### src/rtl/kt_pkg.sv
// Shared kitchen-timer definitions: FSM state encoding, BCD digit limits and
// the preset validity check used wherever a BCD MM:SS value is accepted.
// No logic, no latency; purely declarations and a pure function.
package kt_pkg;

  // state_o encoding as seen by the display stage
  localparam logic [1:0] STATE_O_IDLE  = 2'd0;
  localparam logic [1:0] STATE_O_RUN   = 2'd1;
  localparam logic [1:0] STATE_O_PAUSE = 2'd2;
  localparam logic [1:0] STATE_O_ALARM = 2'd3;

  typedef enum logic [1:0] {
    ST_IDLE  = STATE_O_IDLE,
    ST_RUN   = STATE_O_RUN,
    ST_PAUSE = STATE_O_PAUSE,
    ST_ALARM = STATE_O_ALARM
  } state_e;

  localparam logic [3:0] BCD_NINE = 4'd9;
  localparam logic [3:0] BCD_FIVE = 4'd5;

  // MM 00..99, SS 00..59, every nibble a legal BCD digit
  function automatic logic preset_valid(input logic [7:0] mm, input logic [7:0] ss);
    return (mm[7:4] <= BCD_NINE) && (mm[3:0] <= BCD_NINE) &&
           (ss[7:4] <= BCD_FIVE) && (ss[3:0] <= BCD_NINE);
  endfunction

endpackage

### src/rtl/countdown_core_if.sv
// Control and status bundle between the timer engine and its neighbours
// (tick divider, buttons, display, buzzer). master = environment, slave = core.
// Ports: tick/load/preset_min/preset_sec/start_stop/clear in; run_en, time_*, state_o, alarm, alarm_blink, load_err out.
interface countdown_core_if;
  logic       tick;
  logic       load;
  logic [7:0] preset_min;
  logic [7:0] preset_sec;
  logic       start_stop;
  logic       clear;
  logic       run_en;
  logic [7:0] time_min;
  logic [7:0] time_sec;
  logic [1:0] state_o;
  logic       alarm;
  logic       alarm_blink;
  logic       load_err;

  modport master (
    output tick, load, preset_min, preset_sec, start_stop, clear,
    input  run_en, time_min, time_sec, state_o, alarm, alarm_blink, load_err
  );

  modport slave (
    input  tick, load, preset_min, preset_sec, start_stop, clear,
    output run_en, time_min, time_sec, state_o, alarm, alarm_blink, load_err
  );
endinterface

### src/rtl/bcd_digit_dec.sv
// Decrement one BCD digit when borrow_in is set, wrapping 0 -> WRAP with borrow_out.
// Latency: combinational. No flow control.
// Ports: digit_in, borrow_in in; digit_out, borrow_out out.
module bcd_digit_dec
  import kt_pkg::*;
#(
  parameter logic [3:0] WRAP = BCD_NINE
) (
  input  logic [3:0] digit_in,
  input  logic       borrow_in,
  output logic [3:0] digit_out,
  output logic       borrow_out
);

  always_comb begin
    digit_out  = digit_in;
    borrow_out = 1'b0;
    if (borrow_in) begin
      if (digit_in == 4'd0) begin
        digit_out  = WRAP;
        borrow_out = 1'b1;
      end else begin
        digit_out = digit_in - 4'd1;
      end
    end
  end

endmodule

### src/rtl/countdown_core.sv
// Kitchen-timer engine: BCD MM:SS countdown with IDLE/RUN/PAUSE/ALARM control.
// Latency: every output registered, events act on the edge they are sampled.
// No backpressure: single-cycle pulses in, one event per pulse per edge.
// Ports: clk_in, reset (async, active-high), bus (countdown_core_if.slave).
module countdown_core
  import kt_pkg::*;
#(
  parameter int ALARM_TICKS = 30
) (
  input  logic                   clk_in,
  input  logic                   reset,
  countdown_core_if.slave        bus
);

  state_e     state;
  logic [7:0] cnt_min, cnt_sec;
  logic [7:0] dec_min, dec_sec;
  logic [7:0] alarm_cnt;
  logic       run_en, alarm, alarm_blink, load_err;
  logic       b_sec_ones, b_sec_tens, b_min_ones;
  logic       underflow;   // count was 00:00; the decrement must not be applied
  logic       cnt_zero, dec_zero, preset_ok, preset_zero;

  // One-second decrement chain, least significant digit first
  bcd_digit_dec #(.WRAP(BCD_NINE)) u_sec_ones (
    .digit_in(cnt_sec[3:0]), .borrow_in(1'b1),
    .digit_out(dec_sec[3:0]), .borrow_out(b_sec_ones));
  bcd_digit_dec #(.WRAP(BCD_FIVE)) u_sec_tens (
    .digit_in(cnt_sec[7:4]), .borrow_in(b_sec_ones),
    .digit_out(dec_sec[7:4]), .borrow_out(b_sec_tens));
  bcd_digit_dec #(.WRAP(BCD_NINE)) u_min_ones (
    .digit_in(cnt_min[3:0]), .borrow_in(b_sec_tens),
    .digit_out(dec_min[3:0]), .borrow_out(b_min_ones));
  bcd_digit_dec #(.WRAP(BCD_NINE)) u_min_tens (
    .digit_in(cnt_min[7:4]), .borrow_in(b_min_ones),
    .digit_out(dec_min[7:4]), .borrow_out(underflow));

  assign cnt_zero    = ({cnt_min, cnt_sec} == 16'h0000);
  assign dec_zero    = ({dec_min, dec_sec} == 16'h0000);
  assign preset_ok   = preset_valid(bus.preset_min, bus.preset_sec);
  assign preset_zero = ({bus.preset_min, bus.preset_sec} == 16'h0000);

  always_ff @(posedge clk_in or posedge reset) begin
    if (reset) begin
      state       <= ST_IDLE;
      cnt_min     <= 8'h00;
      cnt_sec     <= 8'h00;
      alarm_cnt   <= 8'd0;
      run_en      <= 1'b0;
      alarm       <= 1'b0;
      alarm_blink <= 1'b0;
      load_err    <= 1'b0;
    end else begin
      load_err <= 1'b0;
      if (bus.clear) begin
        state       <= ST_IDLE;
        cnt_min     <= 8'h00;
        cnt_sec     <= 8'h00;
        alarm_cnt   <= 8'd0;
        run_en      <= 1'b0;
        alarm       <= 1'b0;
        alarm_blink <= 1'b0;
      end else begin
        case (state)
          ST_IDLE: begin
            // a load (valid or not) takes the cycle; start_stop waits
            if (bus.load) begin
              if (preset_ok) begin
                cnt_min <= bus.preset_min;
                cnt_sec <= bus.preset_sec;
              end else begin
                load_err <= 1'b1;
              end
            end else if (bus.start_stop && !cnt_zero) begin
              state  <= ST_RUN;
              run_en <= 1'b1;
            end
          end
          ST_RUN: begin
            if (bus.tick && !underflow) begin
              cnt_min <= dec_min;
              cnt_sec <= dec_sec;
            end
            // reaching 00:00 beats a simultaneous pause request
            if (bus.tick && !underflow && dec_zero) begin
              state       <= ST_ALARM;
              run_en      <= 1'b0;
              alarm       <= 1'b1;
              alarm_cnt   <= 8'd0;
              alarm_blink <= 1'b0;
            end else if (bus.start_stop) begin
              state  <= ST_PAUSE;
              run_en <= 1'b0;
            end
          end
          ST_PAUSE: begin
            if (bus.load) begin
              if (preset_ok) begin
                cnt_min <= bus.preset_min;
                cnt_sec <= bus.preset_sec;
                if (preset_zero) state <= ST_IDLE;
              end else begin
                load_err <= 1'b1;
              end
            end else if (bus.start_stop) begin
              state  <= ST_RUN;
              run_en <= 1'b1;
            end
          end
          ST_ALARM: begin
            if (bus.start_stop || (bus.tick && alarm_cnt == 8'(ALARM_TICKS - 1))) begin
              state       <= ST_IDLE;
              alarm       <= 1'b0;
              alarm_blink <= 1'b0;
              alarm_cnt   <= 8'd0;
            end else if (bus.tick) begin
              alarm_cnt   <= alarm_cnt + 8'd1;
              alarm_blink <= ~alarm_blink;
            end
          end
          default: state <= ST_IDLE;
        endcase
      end
    end
  end

  assign bus.run_en      = run_en;
  assign bus.time_min    = cnt_min;
  assign bus.time_sec    = cnt_sec;
  assign bus.state_o     = state;
  assign bus.alarm       = alarm;
  assign bus.alarm_blink = alarm_blink;
  assign bus.load_err    = load_err;

endmodule

### src/flat_wrapper.sv
// flat-port wrapper written by rule: the top's interface ports become plain ports
module countdown_core_flat import kt_pkg::*;
#(
  parameter int ALARM_TICKS = 30
)
  (clk_in, reset, bus_tick, bus_load, bus_preset_min, bus_preset_sec, bus_start_stop, bus_clear, bus_run_en, bus_time_min, bus_time_sec, bus_state_o, bus_alarm, bus_alarm_blink, bus_load_err);
  countdown_core_if bus_i ();
  input  logic clk_in;
  input  logic reset;
  input wire logic [$bits(bus_i.tick)-1:0] bus_tick;
  input wire logic [$bits(bus_i.load)-1:0] bus_load;
  input wire logic [$bits(bus_i.preset_min)-1:0] bus_preset_min;
  input wire logic [$bits(bus_i.preset_sec)-1:0] bus_preset_sec;
  input wire logic [$bits(bus_i.start_stop)-1:0] bus_start_stop;
  input wire logic [$bits(bus_i.clear)-1:0] bus_clear;
  output wire logic [$bits(bus_i.run_en)-1:0] bus_run_en;
  output wire logic [$bits(bus_i.time_min)-1:0] bus_time_min;
  output wire logic [$bits(bus_i.time_sec)-1:0] bus_time_sec;
  output wire logic [$bits(bus_i.state_o)-1:0] bus_state_o;
  output wire logic [$bits(bus_i.alarm)-1:0] bus_alarm;
  output wire logic [$bits(bus_i.alarm_blink)-1:0] bus_alarm_blink;
  output wire logic [$bits(bus_i.load_err)-1:0] bus_load_err;
  assign bus_i.tick = bus_tick;
  assign bus_i.load = bus_load;
  assign bus_i.preset_min = bus_preset_min;
  assign bus_i.preset_sec = bus_preset_sec;
  assign bus_i.start_stop = bus_start_stop;
  assign bus_i.clear = bus_clear;
  assign bus_run_en = bus_i.run_en;
  assign bus_time_min = bus_i.time_min;
  assign bus_time_sec = bus_i.time_sec;
  assign bus_state_o = bus_i.state_o;
  assign bus_alarm = bus_i.alarm;
  assign bus_alarm_blink = bus_i.alarm_blink;
  assign bus_load_err = bus_i.load_err;
  countdown_core #(.ALARM_TICKS(ALARM_TICKS)) u_core (.clk_in(clk_in), .reset(reset), .bus(bus_i));
endmodule
### config.mk
export PLATFORM = sky130hd
export DESIGN_NAME = countdown_core_flat
export DESIGN_NICKNAME = d
export VERILOG_FILES = /design/src/rtl/kt_pkg.sv /design/src/rtl/countdown_core_if.sv /design/src/rtl/bcd_digit_dec.sv /design/src/rtl/countdown_core.sv /design/src/flat_wrapper.sv
export SDC_FILE = /design/constraint.sdc
export NUM_CORES = 1
export LEC_CHECK = 0
export BUFFER_PORTS_ARGS = -buffer_cell sky130_fd_sc_hd__buf_2
export CORE_MARGIN = 4
export CORE_UTILIZATION = 51
export CTS_BUF_LIST = sky130_fd_sc_hd__clkbuf_8
export CTS_CLUSTER_SIZE = 12
export DETAILED_ROUTE_END_ITERATION = 8
export PLACE_DENSITY = 0.75
export SLEW_MARGIN = 0
export SYNTH_ARGS = -nofsm -noshare
export SYNTH_HDL_FRONTEND = slang
export SYNTH_SLANG_ARGS = --single-unit
export TNS_END_PERCENT = 10
### constraint.sdc
create_clock -name clk_in -period 2.55 [get_ports clk_in]
set_input_delay 0.255 -clock clk_in [delete_from_list [all_inputs] [get_ports clk_in]]
set_output_delay 0.255 -clock clk_in [all_outputs]
set_load 0.01 [all_outputs]
==> results of run 1 <==
==> worst register-to-register path: cells and delay by family, from the launching register on <==
kind	cells	cell delay [ps]
flip-flops	1	400
AO/OA/AOI/OAI	1	350
buffers and inverters	1	180
multiplexers	1	190
AND/OR/NAND/NOR	3	1230
==> stage by stage <==
step           setup slack (ps)  total power, uW  setup TNS (ps)  util, %
6_report                    122             1350               0     66.5
4_1_cts                    76.7             1350               0     66.3
5_1_grt                    6.34             1420               0     66.5
3_3_place_gp                107              951               0     63.8
2_1_floorplan              -166              801            -544        -
3_5_place_dp               94.8              957               0     63.8
==> worst paths after layout <==
check / from / to / slack, ps
worst max-delay path: u_core.bus.time_sec[7] / u_core.bus.time_min[1] / 120
worst min-delay path: reset / u_core.bus.time_sec[3] / 40
worst max register to register: u_core.bus.time_sec[7] / u_core.bus.time_min[1] / 120
worst min register to register: u_core.bus.alarm_blink / u_core.bus.alarm_blink / 460
max in group asynchronous: reset / u_core.bus.time_sec[7] / 2220
min in group clk_in: bus_preset_sec[0] / u_core.bus.time_sec[0] / 280
==> cells in the mapped netlist (5+ instances only) <==
| library cell | number | area, um2 |
|---|---|---|
| dfrtp_1 | 30 | 751 |
| nor2_1 | 22 | 82.6 |
| a21oi_1 | 13 | 65.1 |
| o21ai_0 | 11 | 55.1 |
| o2bb2ai_1 | 10 | 87.6 |
| nand2_1 | 9 | 33.8 |
| inv_1 | 8 | 30.0 |
| or4_1 | 8 | 60.1 |
| nor4_1 | 7 | 43.8 |
| nand3_1 | 6 | 30.0 |
| nor3_1 | 6 | 30.0 |
| clkbuf_1 | 5 | 18.8 |
| mux2i_1 | 5 | 50.1 |
| o21ai_1 | 5 | 25.0 |
| o22ai_1 | 5 | 31.3 |
==> area by class of cell <==
class	count	area (um2)	share of cell area [%]
Inverter	8	30.0	1.23
Sequential cell	30	751	30.6
Tap cell	48	60.1	2.45
Multi-Input combinational cell	166	1130	46.1
Clock buffer	6	82.6	3.37
Timing Repair Buffer	66	388	15.8
Clock inverter	2	8.76	0.357
==> kinds of logic (layout without fill, tap and decap cells) <==
kind of cell             Yosys count  count (layout)
multiplexers                      10              10
buffers and inverters             19              82
AND/OR/NAND/NOR                   79              79
flip-flops                        30              30
adder cells (fa/ha/maj)            2               2
AO/OA/AOI/OAI                     75              75
==> registers in the layout, summed over array words and instances, names as in the netlist <==
| name | count |
|---|---|
| u_core.bus.alarm_blink | 1 |
| u_core.bus.run_en | 1 |
| u_core.alarm_cnt | 8 |
| u_core.bus.load_err | 1 |
| u_core.bus.time_sec | 8 |
| u_core.bus.time_min | 8 |
| u_core.bus.state_o | 2 |
| u_core.bus.alarm | 1 |
==> layer usage <==
layer	routed length, um	vias to the layer above	part of all wire (%)
li1	-	967	-
met1	2500	954	43
met2	2740	101	47
met3	485	13	8.3
met4	145	0	2.5
met5	0	-	0
==> where the power goes <==
part / internal, uW / switching [uW]
sequential: 513 / 42.7
combinational: 175 / 228
clock: 213 / 182
==> what timing repair did <==
item / 4_1_cts / 5_1_grt
buffers inserted: 0 / 0
gates resized for setup: 0 / 2
hold endpoints to repair: 0 / 0
setup endpoints to repair: 0 / 8
==> impl_metrics.env, run 1 <==
export IMPL_fin_skew_ps=5.59
export IMPL_crit_type="reg2reg"
export IMPL_antenna_found_initial=0
export IMPL_cts_tree="yes"
export IMPL_cts_buffers=5
export IMPL_critPathLaunchType="flop"
export IMPL_async_flop_share_pct=100
export IMPL_critPathTopFamily="simple AND/OR/NAND/NOR gates"
export IMPL_yosys_area_share_simple_pct=22.8
export IMPL_crit_chain="or4_1 -> or4_4 -> o211a_2 -> nor2_8 -> buf_4 -> mux2i_1"
export IMPL_post_dp_cell_area_um2=2350
export IMPL_path_depth=6
export IMPL_rows=22
export IMPL_cts_clk_slew_worst_paths_ps=60
export IMPL_synth_compound_area_share_pct=26.6
export IMPL_drtPass1Iterations=4
export IMPL_place_inst=318
export IMPL_grt_pass1_vias=1916
export IMPL_num_io_pins=44
export IMPL_initial_utilization_pct=53.5
export IMPL_layout_cells_non_filler=326
export IMPL_cp_max_fo=7
export IMPL_viasPerCell=6.24
export IMPL_rsz0062_at_grt="false"
export IMPL_grt_overflow_total=0
export IMPL_postRouteAntennaNets=0
export IMPL_layout_drive_gt1_share_pct=30.6
export IMPL_cp_required_ps=2750
export IMPL_crit_buf_inv=1
export IMPL_first_iter_violations=221
export IMPL_synthAdderAreaFrac_pct=1.27
export IMPL_hold_path_class="in2async"
export IMPL_port_buffers=43
export IMPL_syn_num_nets=239
export IMPL_place_congestion=0.941
export IMPL_hold_buffers=0
export IMPL_grt_first_pass_wirelength_um=9680
export IMPL_syn_area_um2=1970
export IMPL_min_period_ps=2430
export IMPL_power_density_nw_per_um2=552
export IMPL_maxCapViolations=0
export IMPL_met2_usage_pct=38.1
export IMPL_layout_commonest_cell="buf_2"
export IMPL_slew_headroom_pct=63.6
export IMPL_insertion_delay_ps=280
export IMPL_grt_use_met1_pct=34.0
export IMPL_final_nets=301
export IMPL_worst_slew_pin_slew_ps=541
export IMPL_ir_worst_vdd_mv=0.363
export IMPL_status="complete, no violations"
export IMPL_avgSynthCellArea_um2=9.17
export IMPL_r2r_worst_path_cells=6
export IMPL_ys_warn_count=0
export IMPL_dp_hpwl_um=4360
export IMPL_ys_types=52
export IMPL_grt_max_degree=31
export IMPL_vias=2035
export IMPL_final_cell_mix="43 x buf_2, 30 x dfrtp_1, 23 x buf_4, 22 x nor2_1, 13 x a21oi_1"
export IMPL_synthMuxAreaShare_pct=5.96
export IMPL_clock_path_buffers=2
export IMPL_seq_area_frac_synth_pct=38.1
export IMPL_die_area_um2=4930
export IMPL_leakage_uw=0.00111
export IMPL_ys_flop_type="dfrtp_1"
export IMPL_cts_max_level=2
export IMPL_arrival_ps=2630
export IMPL_synth_cells=215
export IMPL_end_kind="flop"
export IMPL_timing_hold_ws_ps=37.2
export IMPL_synth_top_family_by_area="compound AO/OA/AOI/OAI gates"
export IMPL_antenna_cells=0
export IMPL_ys_seq_elements=30
export IMPL_synth_xor_area_share_pct=0
export IMPL_final_cell_area_um2=2450
export IMPL_drv_slew=0
export IMPL_drc=0
export IMPL_cts_sinks=30
export IMPL_wire_per_inst_um=18.0
export IMPL_final_hold_viol_count=0
export IMPL_syn2layout_area_growth_pct=24.3
export IMPL_core_area_um2=3690
export IMPL_drt_total_wl_um=5870
export IMPL_setup_viol=0
export IMPL_grt_use_met3_pct=5.76
export IMPL_die_h_um=70.2
export IMPL_cts_root_buf="clkbuf_8"
export IMPL_crit_slowest_cell="or4_1"
export IMPL_finalCritPeriodShare_pct=95.2
export IMPL_nFillCells=326
export IMPL_top_usage_layer="met2"
export IMPL_slowest_delay_ps=540
export IMPL_die_w_um=70.2
export IMPL_grt_use_total_pct=24.8
export IMPL_synth_edf_count=0
export IMPL_timing_fmax_mhz=412
Note: power is estimated with default switching activity, not from simulation.
==> inputs of run 2 (changes only) <==
- ABC_AREA: not set -> 1
- CTS_BUF_LIST: sky130_fd_sc_hd__clkbuf_8 -> not set
- PLACE_DENSITY: 0.75 -> 0.73
==> run 2 against run 1 <==
  * Worst hold slack got worse by 7.3 ps
  * Sequential power grew 45%
  * Sequential cell count unchanged
  * First-iteration DRC count decreased by 35%
  * Cell area increased by 11%
  * Critical endpoint unchanged
  * Largest power group is now combinational logic
  * Global-route usage is 1.9 points lower
  * Highest routed layer unchanged
  * Total power grew 130%
==> impl_metrics.env, run 2 <==
export IMPL_dp_slack_ps=257
export IMPL_min_period_ps=2190
export IMPL_seq_area_frac_synth_pct=31.9
export IMPL_final_cell_mix="105 x nand2_1, 43 x buf_2, 37 x inv_1, 33 x nor2_1, 30 x dfrtp_1"
export IMPL_hold_buffers=0
export IMPL_ys_warn_count=0
export IMPL_initial_utilization_pct=53.2
export IMPL_grt_max_degree=31
export IMPL_synth_edf_count=0
export IMPL_crit_type="reg2reg"
export IMPL_cts_tree="yes"
export IMPL_layout_drive_gt1_share_pct=23.1
export IMPL_yosys_area_top_type_share_pct=31.9
export IMPL_die_w_um=75.9
export IMPL_dp_hpwl_um=4720
export IMPL_grt_first_pass_wirelength_um=10000
export IMPL_synth_top_cell_by_area="dfrtp_1"
export IMPL_r2r_worst_path_cells=10
export IMPL_die_h_um=75.9
export IMPL_nFillCells=430
export IMPL_drv_slew=0
export IMPL_vias=2427
export IMPL_swShare_pct=53.2
export IMPL_synth_cells=352
export IMPL_syn2layout_area_growth_pct=15.3
export IMPL_r2r_setup_slack_ps=360
export IMPL_cts_root_buf="clkbuf_8"
export IMPL_p_int_uw=1450
export IMPL_critPathCapture="u_core.bus.time_min[1]"
export IMPL_avgSynthCellArea_um2=6.68
export IMPL_ys_types=35
export IMPL_grt_pass1_vias=2142
export IMPL_worst_slew_pin_slew_ps=389
export IMPL_startpoint="u_core.bus.time_sec[0]"
export IMPL_layout_commonest_cell="nand2_1"
export IMPL_postRouteAntennaNets=0
export IMPL_crit_top_cell="nand2_1"
export IMPL_fin_skew_ps=11.0
export IMPL_slowest_delay_ps=470
export IMPL_end_kind="flop"
export IMPL_hold_path_class="in2async"
export IMPL_syn_num_nets=376
export IMPL_cts_buffers=5
export IMPL_netlist_top_cells_count="106 x nand2_1, 37 x inv_1, 33 x nor2_1"
export IMPL_status="complete, no violations"
export IMPL_p_clk_share_pct=13.5
export IMPL_drc=0
export IMPL_grt_use_total_pct=22.9
export IMPL_cts_max_level=2
export IMPL_ys_flop_type="dfrtp_1"
export IMPL_drt_total_wl_um=6170
export IMPL_tns_ps=0
export IMPL_num_io_pins=44
export IMPL_cts_sinks=30
export IMPL_synth_area_leaders="dfrtp_1 32%, nand2_1 17%, inv_1 5.9%"
export IMPL_place_congestion=0.940
export IMPL_core_area_um2=4410
export IMPL_place_inst=443
export IMPL_leakage_uw=0.00141
export IMPL_post_synth_top_count_cell="nand2_1"
export IMPL_ys_seq_elements=30
export IMPL_grt_overflow_total=0
export IMPL_final_nets=422
export IMPL_die_area_um2=5760
export IMPL_p_total_uw=3100
export IMPL_seqPwrFrac_pct=26.0
export IMPL_worst_slack_ps=365
export IMPL_crit_chain="nor2_4 -> nand2_4 -> nor2_8 -> nand3_1 -> nand2_1 -> nand2_1 -> nand2_1 -> inv_2 -> nand2_2 -> o22ai_1"
export IMPL_rsz0062_at_grt="false"
export IMPL_seq_area_um2=751
export IMPL_multi_input_area_um2=1400
export IMPL_ir_worst_vdd_mv=0.615
export IMPL_antenna_found_initial=0
export IMPL_syn_area_um2=2350
export IMPL_cp_max_fo=17
export IMPL_maxCapViolations=0
export IMPL_layout_cells_non_filler=451
export IMPL_drtPass1Iterations=5
export IMPL_slew_headroom_pct=74.1
export IMPL_arrival_ps=2340
export IMPL_rows=24
export IMPL_finalCritPeriodShare_pct=85.7
export IMPL_cp_required_ps=2700
export IMPL_port_buffers=43
export IMPL_first_iter_violations=143
export IMPL_r2r_end="u_core.bus.time_min[1]"
export IMPL_viasPerCell=5.38
export IMPL_async_flop_share_pct=100
export IMPL_timing_fmax_mhz=458
export IMPL_wire_per_inst_um=13.7
export IMPL_insertion_delay_ps=290
export IMPL_setup_viol=0
export IMPL_p_switching_uw=1650
export IMPL_reg2reg_from="u_core.bus.time_sec[0]"
export IMPL_clock_path_buffers=2
export IMPL_combPwrFrac_pct=60.6
export IMPL_power_density_nw_per_um2=1150
export IMPL_antenna_cells=0
export IMPL_critPathLaunchType="flop"
export IMPL_cts_clk_slew_worst_paths_ps=80
export IMPL_crit_slowest_cell="dfrtp_1"
export IMPL_final_hold_viol_count=0
[run 2: cell types whose count changed in the layout (fill, tap and decap cells not counted), sizes merged, moves of 10 or more]
cell and change:
o21ai +15, inv +33, buf -20, o2bb2ai -10, nand3 +15, nor2 +21, nand2 +108
[run 2: cell families after synthesis]
family                   after synthesis  synth area share (%)
adder cells (fa/ha/maj)                2                  1.06
AND/OR/NAND/NOR                      204                  41.0
AO/OA/AOI/OAI                         62                  15.5
buffers and inverters                 49                  8.57
XOR/XNOR                               5                  1.86
flip-flops                            30                  31.9
[run 2: layout make-up]
cell class	instances	area share [%]
Timing Repair Buffer	46	8.78
Sequential cell	30	27.7
Multi-Input combinational cell	273	51.7
Clock buffer	6	3.05
Tap cell	52	2.40
Inverter	42	5.91
Clock inverter	2	0.462
[run 2: power by group through the flow]
stage	clock [uW]	combinational, uW	sequential (uW)
after floorplan	0	1360	838
after global placement	0	1840	808
after detailed placement	0	1850	811
after CTS	424	1860	803
after global routing	443	2110	832
final	417	1880	806
[run 2: what timing repair did]
item                                    in CTS  in global routing
buffers inserted                             0                  0
endpoints found under the setup margin       0                  7
gates resized for setup                      0                  1
[run 2: metrics by stage]
step / cell area, um2 / utilization (%) / hold slack (ps)
global placement: 2610 / 59.2 / 350
global route: 2710 / 61.4 / 65.9
detailed placement: 2610 / 59.2 / 358
CTS: 2710 / 61.3 / 36.0
finish: 2710 / 61.4 / 30.0
floorplan: 2350 / - / 346
[run 2: per-layer routing]
| metal | global-route usage (%) | wire [um] | part of all wire [%] |
|---|---|---|---|
| met5 | 0 | 0 | 0 |
| met4 | 6.02 | 49 | 0.79 |
| met3 | 4.75 | 360 | 5.8 |
| met1 | 32.0 | 2940 | 48 |
| met2 | 36.1 | 2820 | 46 |
[run 2: worst max-delay path: cells and delay by family (launching register included)]
family	cells	cell delay (ps)
simple gates	8	1290
flops	1	470
buf+inv	1	170
compound gates	1	110
[run 2: how the worst min path moves through the flow]
stage | from | endpoint | slack (ps) | cells after the start
3_3_place_gp | reset | u_core.bus.time_sec[6] | 350 | 3
3_5_place_dp | reset | u_core.bus.time_sec[2] | 360 | 3
6_report | reset | u_core.alarm_cnt[6] | 30 | 3
2_1_floorplan | reset | u_core.alarm_cnt[0] | 350 | 1
5_1_grt | reset | u_core.bus.time_sec[0] | 70 | 3
4_1_cts | reset | u_core.alarm_cnt[4] | 40 | 3
==> inputs of run 3 (changes only) <==
- ABC_AREA: 1 -> 0
- CORE_ASPECT_RATIO: not set -> 1.5
- CORE_UTILIZATION: 51 -> 49
- PLACE_DENSITY: 0.73 -> 0.72
==> run 3 against run 2 <==
  * Clock-buffer cell count increased by 1
  * Die area decreased by 11%
  * First-iteration DRC count decreased by 3.5%
  * Sequential power decreased by 32%
  * Non-clock buffer count increased by 20
  * Sequential cell count unchanged
  * Largest cell class unchanged
  * Critical path depth decreased by 5
  * Worst hold slack improved by 7.8 ps
==> impl_metrics.env, run 3 (synthesized netlist as in run 1, its figures left out) <==
export IMPL_drt_total_wl_um=5940
export IMPL_cts_tree="yes"
export IMPL_status="complete, no violations"
export IMPL_cp_max_fo=9
export IMPL_crit_slowest_cell="or4_1"
export IMPL_min_period_ps=2430
export IMPL_grt_max_degree=31
export IMPL_rsz0062_at_grt="false"
export IMPL_critPathLaunchType="flop"
export IMPL_core_area_um2=3920
export IMPL_final_hold_viol_count=0
export IMPL_postCtsResizedCells=0
export IMPL_place_congestion=0.900
export IMPL_cts_clk_slew_worst_paths_ps=60
export IMPL_arrival_ps=2590
export IMPL_antenna_cells=0
export IMPL_cts_sinks=30
export IMPL_setup_viol=0
export IMPL_crit_type="reg2reg"
export IMPL_insertion_delay_ps=280
export IMPL_nFillCells=365
export IMPL_layout_drive_gt1_share_pct=29.9
export IMPL_tns_ps=0
export IMPL_end_kind="flop"
export IMPL_p_switching_uw=442
export IMPL_num_io_pins=44
export IMPL_hold_buffers=0
export IMPL_drv_slew=0
export IMPL_grt_use_met1_pct=30.2
export IMPL_port_buffers=43
export IMPL_timing_fmax_mhz=412
export IMPL_leakage_uw=0.00111
export IMPL_postRouteAntennaNets=0
export IMPL_p_int_uw=906
export IMPL_swShare_pct=32.8
export IMPL_top_usage_layer="met2"
export IMPL_grt_use_total_pct=25.3
export IMPL_drtPass1Iterations=4
export IMPL_met2_usage_pct=42.3
export IMPL_seqPwrFrac_pct=40.9
export IMPL_viasPerCell=6.47
export IMPL_maxCapViolations=0
export IMPL_finalCritPeriodShare_pct=95.1
export IMPL_power_density_nw_per_um2=552
export IMPL_grt_use_met3_pct=3.92
export IMPL_drc=0
export IMPL_slowest_delay_ps=530
export IMPL_hold_path_class="in2async"
export IMPL_final_cell_mix="43 x buf_2, 30 x dfrtp_1, 23 x buf_4, 22 x nor2_1, 13 x a21oi_1"
export IMPL_fin_skew_ps=4.97
export IMPL_worst_slew_pin_slew_ps=589
export IMPL_cts_buffers=5
export IMPL_wire_per_inst_um=18.4
export IMPL_crit_buf_inv=0
export IMPL_cts_root_buf="clkbuf_8"
export IMPL_antenna_found_initial=0
export IMPL_rows=28
export IMPL_slew_headroom_pct=60.3
export IMPL_p_total_uw=1350
export IMPL_grt_first_pass_wirelength_um=9970
export IMPL_die_w_um=59.8
export IMPL_place_inst=315
export IMPL_first_iter_violations=138
export IMPL_p_clk_share_pct=29.2
export IMPL_grt_overflow_total=0
export IMPL_critPathTopFamily="simple AND/OR/NAND/NOR gates"
export IMPL_layout_commonest_cell="buf_2"
export IMPL_vias=2091
export IMPL_cp_required_ps=2710
export IMPL_dp_hpwl_um=4520
export IMPL_cts_max_level=2
export IMPL_syn2layout_area_growth_pct=23.9
export IMPL_initial_utilization_pct=50.3
export IMPL_fin_util_pct=62.2
export IMPL_ir_worst_vdd_mv=0.459
export IMPL_grt_pass1_vias=2124
export IMPL_die_area_um2=5120
export IMPL_clock_path_buffers=2
export IMPL_crit_chain="or4_1 -> or4_4 -> o211a_1 -> nor2_8 -> mux2_1"
export IMPL_layout_cells_non_filler=323
export IMPL_multi_input_area_um2=1130
export IMPL_postCtsSetupRepairBufs=0
export IMPL_combPwrFrac_pct=30.0
export IMPL_final_nets=301
export IMPL_die_h_um=85.7
export IMPL_seq_area_um2=751
## run 3: cell types whose count changed in the layout (fill, tap and decap cells not counted), sizes merged, moves of 6 or more
cell	before	now
nand3	21	6
nand2	117	9
or4	0	8
nand4	8	2
o2bb2ai	0	10
buf	46	66
o21ai	32	17
nor2	44	23
inv	42	8
## run 3: per-stage QoR
step,cell area (um2),setup WS [ps],hold slack (ps)
floorplan,1990,-166,346
global placement,2350,180,346
detailed placement,2350,150,355
CTS,2440,132,51.7
global route,2440,30.8,74.4
finish,2440,125,37.8
## run 3: path summary, 6_finish.rpt
| path | start | slack, ps | endpoint | depth (start not counted) |
|---|---|---|---|---|
| max | u_core.bus.time_sec[7] | 120 | u_core.bus.time_sec[5] | 5 |
| min | reset | 40 | u_core.alarm_cnt[7] | 3 |
| max reg2reg | u_core.bus.time_sec[7] | 120 | u_core.bus.time_sec[5] | 5 |
| min reg2reg | u_core.bus.alarm_blink | 460 | u_core.bus.alarm_blink | 1 |
| max in group asynchronous | reset | 2220 | u_core.bus.time_min[3] | 3 |
| min in group clk_in | bus_preset_min[0] | 290 | u_core.bus.time_min[0] | 3 |
## run 3: final cells by class
class / count / area share [%]
Sequential cell: 30 / 30.7
Tap cell: 45 / 2.31
Inverter: 8 / 1.23
Clock buffer: 7 / 3.53
Multi-Input combinational cell: 166 / 46.1
Clock inverter: 1 / 0.205
Timing Repair Buffer: 66 / 15.9
## run 3: power groups by stage
stage	combinational [uW]	clock, uW	sequential (uW)
6_report	404	393	551
5_1_grt	442	427	556
4_1_cts	401	404	550
3_5_place_dp	399	0	559
3_3_place_gp	395	0	558
2_1_floorplan	223	0	578
## run 3: metal layers
metal	up-vias	routed length, um
li1	966	-
met1	1012	2310
met2	88	3030
met3	25	315
met4	0	280
met5	-	0
## run 3: worst register-to-register path, stage by stage, from the launching register on
cell and delay (ps):
dfrtp_1 400, or4_1 530, or4_4 510, o211a_1 320, nor2_8 210, mux2_1 350
